## src/rtl/irq_trap_ctrl_pkg.sv

```systemverilog
// Shared definitions for the machine-mode interrupt/trap controller.
// Latency: none (constants, types and a pure helper function only).
// Backpressure: none.
package irq_trap_ctrl_pkg;

    // Default data/PC width; RV32 builds override the XLEN parameter with 32.
    localparam int IRQ_XLEN_DEFAULT = 64;

    // Width of the exception-code field written into the low bits of mcause.
    localparam int IRQ_CODE_W = 4;

    // mcause exception codes for machine-level interrupts.
    localparam logic [IRQ_CODE_W-1:0] IRQ_CAUSE_MEI = 4'd11;
    localparam logic [IRQ_CODE_W-1:0] IRQ_CAUSE_MSI = 4'd3;
    localparam logic [IRQ_CODE_W-1:0] IRQ_CAUSE_MTI = 4'd7;

    // Interrupt lines from the CLINT/PLIC are active-high levels.
    localparam logic IRQ_LVL_ACTIVE = 1'b1;

    // Trap sequencing states.
    typedef enum logic [1:0] {
        ST_IDLE    = 2'd0,
        ST_REQ     = 2'd1,
        ST_HANDLER = 2'd2
    } irq_state_t;

    // A source participates in arbitration when it is pending and enabled.
    function automatic logic irq_hit(input logic pend, input logic en);
        return (pend == IRQ_LVL_ACTIVE) && en;
    endfunction

endpackage

```

## src/rtl/irq_sync.sv

```systemverilog
// Reset-to-zero flop chain bringing an asynchronous level into the clk domain.
// Latency: STAGES clk cycles from d to q.
// Backpressure: none; the level is sampled every cycle.
module irq_sync #(
    parameter int STAGES = 2  // at least 2 for metastability protection
) (
    input  logic clk,
    input  logic rstn,
    input  logic d,
    output logic q
);

    logic [STAGES-1:0] chain;

    // Shift the asynchronous level through the synchronizer chain.
    always_ff @(posedge clk or negedge rstn) begin
        if (!rstn) begin
            chain <= '0;
        end else begin
            chain <= {chain[STAGES-2:0], d};
        end
    end

    assign q = chain[STAGES-1];

endmodule

```

## src/rtl/irq_trap_ctrl.sv

```systemverilog
// Machine-mode interrupt controller: mip tracking, enable gating, trap request/handler tracking.
// Latency: mip_mtip 1 cycle, mip_meip EXT_SYNC_STAGES cycles; trap_req rises the edge after a retire with take.
// Backpressure: trap_req/cause/epc are held until trap_ack; no new trap until mret retires.
// Optional: define IRQ_TRAP_CTRL_MSIP_EN to add the software interrupt (msip, mie_msie, mip_msip).
module irq_trap_ctrl
    import irq_trap_ctrl_pkg::*;
#(
    parameter int XLEN            = IRQ_XLEN_DEFAULT,
    parameter int EXT_SYNC_STAGES = 2
) (
    input  logic            clk,
    input  logic            rstn,
    input  logic            mtime_interrupt,
    input  logic            meip_async,
    input  logic            mstatus_mie,
    input  logic            mie_mtie,
    input  logic            mie_meie,
`ifdef IRQ_TRAP_CTRL_MSIP_EN
    input  logic            msip,
    input  logic            mie_msie,
    output logic            mip_msip,
`endif
    input  logic            retire_valid,
    input  logic [XLEN-1:0] retire_next_pc,
    input  logic            is_mret_instr,
    input  logic            trap_ack,
    output logic            trap_req,
    output logic [XLEN-1:0] trap_cause,
    output logic [XLEN-1:0] trap_epc,
    output logic            mip_mtip,
    output logic            mip_meip,
    output logic            in_handler
);

    irq_state_t state_q;
    irq_state_t state_d;

    logic                  meip_sync;
    logic                  mei_hit;
    logic                  mti_hit;
    logic                  any_hit;
    logic                  take;
    logic                  capture;
    logic [IRQ_CODE_W-1:0] cause_code;
    logic [XLEN-1:0]       cause_full;

    // External interrupt arrives asynchronously and must be synchronized first.
    irq_sync #(
        .STAGES (EXT_SYNC_STAGES)
    ) u_meip_sync (
        .clk  (clk),
        .rstn (rstn),
        .d    (meip_async),
        .q    (meip_sync)
    );

    assign mip_meip = meip_sync;

    // Timer level is already in the clk domain; one register stage for mip.
    always_ff @(posedge clk or negedge rstn) begin
        if (!rstn) begin
            mip_mtip <= 1'b0;
        end else begin
            mip_mtip <= (mtime_interrupt == IRQ_LVL_ACTIVE);
        end
    end

`ifdef IRQ_TRAP_CTRL_MSIP_EN
    logic msi_hit;

    // Software interrupt level is synchronous; one register stage for mip.
    always_ff @(posedge clk or negedge rstn) begin
        if (!rstn) begin
            mip_msip <= 1'b0;
        end else begin
            mip_msip <= (msip == IRQ_LVL_ACTIVE);
        end
    end

    assign msi_hit = irq_hit(mip_msip, mie_msie);
    assign any_hit = mei_hit | msi_hit | mti_hit;
`else
    assign any_hit = mei_hit | mti_hit;
`endif

    assign mei_hit = irq_hit(mip_meip, mie_meie);
    assign mti_hit = irq_hit(mip_mtip, mie_mtie);
    assign take    = mstatus_mie & ~in_handler & any_hit;

    // Fixed-priority cause selection: external first, timer last.
    always_comb begin
        cause_code = IRQ_CAUSE_MTI;
        if (mei_hit) begin
            cause_code = IRQ_CAUSE_MEI;
        end
`ifdef IRQ_TRAP_CTRL_MSIP_EN
        else if (msi_hit) begin
            cause_code = IRQ_CAUSE_MSI;
        end
`endif
        else begin
            cause_code = IRQ_CAUSE_MTI;
        end
    end

    // Build mcause: interrupt flag in the MSB, exception code in the low bits.
    always_comb begin
        cause_full                   = '0;
        cause_full[XLEN-1]           = 1'b1;
        cause_full[IRQ_CODE_W-1:0]   = cause_code;
    end

    // State register.
    always_ff @(posedge clk or negedge rstn) begin
        if (!rstn) begin
            state_q <= ST_IDLE;
        end else begin
            state_q <= state_d;
        end
    end

    // Next-state: traps only start at a retire boundary; ack and mret only matter in their own state.
    always_comb begin
        state_d = state_q;
        case (state_q)
            ST_IDLE: begin
                if (take && retire_valid) begin
                    state_d = ST_REQ;
                end
            end
            ST_REQ: begin
                if (trap_ack) begin
                    state_d = ST_HANDLER;
                end
            end
            ST_HANDLER: begin
                if (retire_valid && is_mret_instr) begin
                    state_d = ST_IDLE;
                end
            end
            default: state_d = ST_IDLE;
        endcase
    end

    // Outputs decoded from the registered state, so they drop immediately on async reset.
    always_comb begin
        trap_req   = (state_q == ST_REQ);
        in_handler = (state_q == ST_HANDLER);
        capture    = (state_q == ST_IDLE) && take && retire_valid;
    end

    // Cause and return PC are latched once at the committing retire and held through REQ.
    always_ff @(posedge clk or negedge rstn) begin
        if (!rstn) begin
            trap_cause <= '0;
            trap_epc   <= '0;
        end else if (capture) begin
            trap_cause <= cause_full;
            trap_epc   <= retire_next_pc;
        end
    end

endmodule

```

## config.mk

```make
export PLATFORM = sky130hd
export DESIGN_NAME = irq_trap_ctrl
export DESIGN_NICKNAME = d
export VERILOG_FILES = /design/src/rtl/irq_trap_ctrl_pkg.sv /design/src/rtl/irq_sync.sv /design/src/rtl/irq_trap_ctrl.sv
export SDC_FILE = /design/constraint.sdc
export NUM_CORES = 1
export LEC_CHECK = 0
export ABC_AREA = 1
export CORE_MARGIN = 2
export CORE_UTILIZATION = 30
export DETAILED_ROUTE_END_ITERATION = 10
export PLACE_DENSITY = 0.67
export SLEW_MARGIN = 20
export SYNTH_ARGS = -nofsm -noshare
export SYNTH_HDL_FRONTEND = slang
export SYNTH_SLANG_ARGS = --single-unit
```

## constraint.sdc

```tcl
create_clock -name clk -period 1.62 [get_ports clk]
set_clock_uncertainty 0.2 [all_clocks]
set_input_delay 0.324 -clock clk [delete_from_list [all_inputs] [get_ports clk]]
set_output_delay 0.324 -clock clk [all_outputs]
set_load 0.03 [all_outputs]
```

==> impl_metrics.toml <==
[global_routing]
grt_use_total_pct = 13.8
first_global_vias = 2744
gr-total-overflow = 0
antenna_found_initial = 0
grt_start_max_net_pins = 73
grt_pass1_wl_mm = 12.9

[worst_setup_path]
critical_path_peak_fanout = 3
required_ps = 1100
cpMaxStageDelayCell = "dfrtp_1"
critPathLaunchType = "flip-flop"
cp_cell_sequence = "nor2_4, buf_6"
critPathArrivalTime_ps = 1070
cpPeakStageDelay_ps = 430
critPathKind = "reg -> out"
endpoint_kind = "output port"

[finish]
final_util_pct = 44.5
design_area_um2 = 4820
antennaDiodeCount = 0
fin_nets = 591
drive_above_1_share_pct = 19.7
area_growth_pct = 44.3

[pwr]
power_leakage_nw = 2.52
p_per_area_nw_per_um2 = 1570
comb_power_share_pct = 41.5
clock_power_share_pct = 22.7
power_switching_w = 0.00311
power_w = 0.00758
seq_power_share_pct = 35.8
irDropWorstVdd_mv = 0.670
internal-power_w = 0.00447
p_sw_share_pct = 41.0

[floorplanning]
rows = 38
core_area_um2 = 10800
initial_core_util_pct = 30.8
fp.dieArea_um2 = 12000
die_x_um = 110
die_y_um = 110
ioPinCount = 206

[placement]
gp_congestion = 0.749
place_area_um2 = 4730
dp_hpwl_mm = 5.82
preCtsSetupSlack_ps = -205
port_buffers = 146

[sta]
finalCriticalPeriod_ps = 1590
rsz0062_at_grt = "yes"
finalWorstSetupSlack_ps = 25.4
holdWs_ps = 154
finalHoldViolCount = 0
slew_viol_final = 0
setup_viol = 0
max_freq_mhz = 627
finalCritPeriodShare_pct = 98.4

[clocking]
tritoncts = "done"
htreeDepth = 3
numCtsBuffers = 9
root_buffer = "clkbuf_8"
cts.clk_slew.worst_paths_ps = 80
numClockSinks = 72
max-clock-path-buffers = 2
clk_latency_ps = 340

[yosys]
synth_seq_cells = 72
synth.distinct_cells = 15
yosysWarningCount = 0
yosysSeqAreaShare_pct = 54.0
avgSynthCellArea_um2 = 8.91
netlist_area_um2 = 3340
syn_inst = 375

[job]
cap_violations = 0

[route]
wl_per_cell_um = 12.4
first_iter_violations = 117
drtAntennaViolNets = 0
wl_mm = 8.21
drc_errors = 0
via_per_inst = 4.23
dr_total_vias = 2797
first_pass_iters = 4

[status]
outcome = "finished, final reports clean"

[min_path]
hp-class = "reg -> reg"
-- layout by cell type, fill, tap and decap left out, types with 2 or more instances in the layout --
cell / count
nand2_1: 140
clkdlybuf4s50_1: 72
dfrtp_1: 71
nand3_1: 66
conb_1: 59
clkbuf_2: 43
clkdlybuf4s15_2: 20
clkbuf_8: 10
buf_12: 8
buf_4: 5
clkdlybuf4s15_1: 4
inv_2: 3
nor2_4: 3
inv_1: 3
bufinv_16: 3
nand2_2: 2
buf_6: 2
-- state kept, by name (all words and copies together) (netlist names) --
| register | cells |
|---|---|
| mip_mtip | 1 |
| state_q | 2 |
| trap_cause | 3 |
| trap_epc | 64 |
| u_meip_sync.chain | 2 |
-- power by group through the flow --
stage | clock [W] | combinational [W] | sequential (W)
floorplan | 0 | 0.000898 | 0.00384
global placement | 0 | 0.00353 | 0.00273
detailed placement | 0 | 0.00358 | 0.00273
CTS | 0.00178 | 0.00335 | 0.00271
global route | 0.00185 | 0.00339 | 0.00279
finish | 0.00172 | 0.00315 | 0.00271
-- logic make-up (layout without fill, tap and decap cells) --
logic type	Yosys count	after routing	share of synthesized area [%]
AO/OA/AOI/OAI	1	1	0.150
buffers and inverters	88	177	19.0
flip-flops	72	72	54.0
other	1	59	0.112
AND/OR/NAND/NOR	213	213	26.8
-- layer usage --
metal | GRT usage (%) | up-vias | share of wire (%)
li1 | - | 1342 | -
met1 | 16.2 | 1320 | 40
met2 | 24.1 | 125 | 50
met3 | 3.79 | 10 | 8.0
met4 | 4.88 | 0 | 1.4
met5 | 0 | - | 0
-- through the flow --
stage | std cells | TNS, ps
final | 662 | 0
after global routing | 662 | -60.6
after CTS | 662 | 0
after detailed placement | 645 | -11890
after global placement | 645 | -10150
after floorplan | 433 | 0
-- synth_stat cells --
| library cell | number | area share, % |
|---|---|---|
| nand2_1 | 140 | 16 |
| dfrtp_1 | 72 | 54 |
| nand3_1 | 66 | 9.9 |
| buf_4 | 62 | 14 |
| buf_2 | 8 | 1.2 |
| buf_6 | 8 | 2.7 |
| clkbuf_1 | 4 | 0.45 |
| inv_1 | 3 | 0.34 |
| inv_2 | 3 | 0.34 |
| nor2_1 | 3 | 0.34 |
| nand2_2 | 2 | 0.37 |
| conb_1 | 1 | 0.11 |
| nand3_2 | 1 | 0.30 |
| nor2_2 | 1 | 0.19 |
| o21ai_0 | 1 | 0.15 |
-- path summary, 6_finish.rpt --
kind	startpoint	endpoint	slack [ps]	cells after the start
setup / recovery	state_q[1]	trap_req	30	2
hold / removal	u_meip_sync.chain[0]	u_meip_sync.chain[1]	150	0
setup reg to reg	state_q[0]	trap_epc[13]	160	6
hold reg to reg	u_meip_sync.chain[0]	u_meip_sync.chain[1]	150	0
max in group asynchronous	rstn	trap_epc[4]	530	3
min in group asynchronous	rstn	trap_epc[41]	350	3
-- final cells by class --
class	instances	area, um^2
well taps	140	175
flip-flops and latches	72	1800
clock inverters	5	104
multi-input cells	273	1140
inverters	6	22.5
fillers	1111	6020
repair buffers	155	1430
clock buffers	11	141
-- repair_timing --
action | in CTS | in global routing
endpoints found under the hold margin | 72 | 0
resized for setup | 151 | 53
hold buffers | 1 | 0
setup buffers | 0 | 0
pin swaps | 0 | 0
setup endpoints to repair | 69 | 48
-- critical path, delay by kind of cell (launching register included) --
family	cells	cell delay [ps]
buffers and inverters	1	140
DFF	1	430
and+or+nand+nor	1	160
Power figures use the tool's default switching activity.
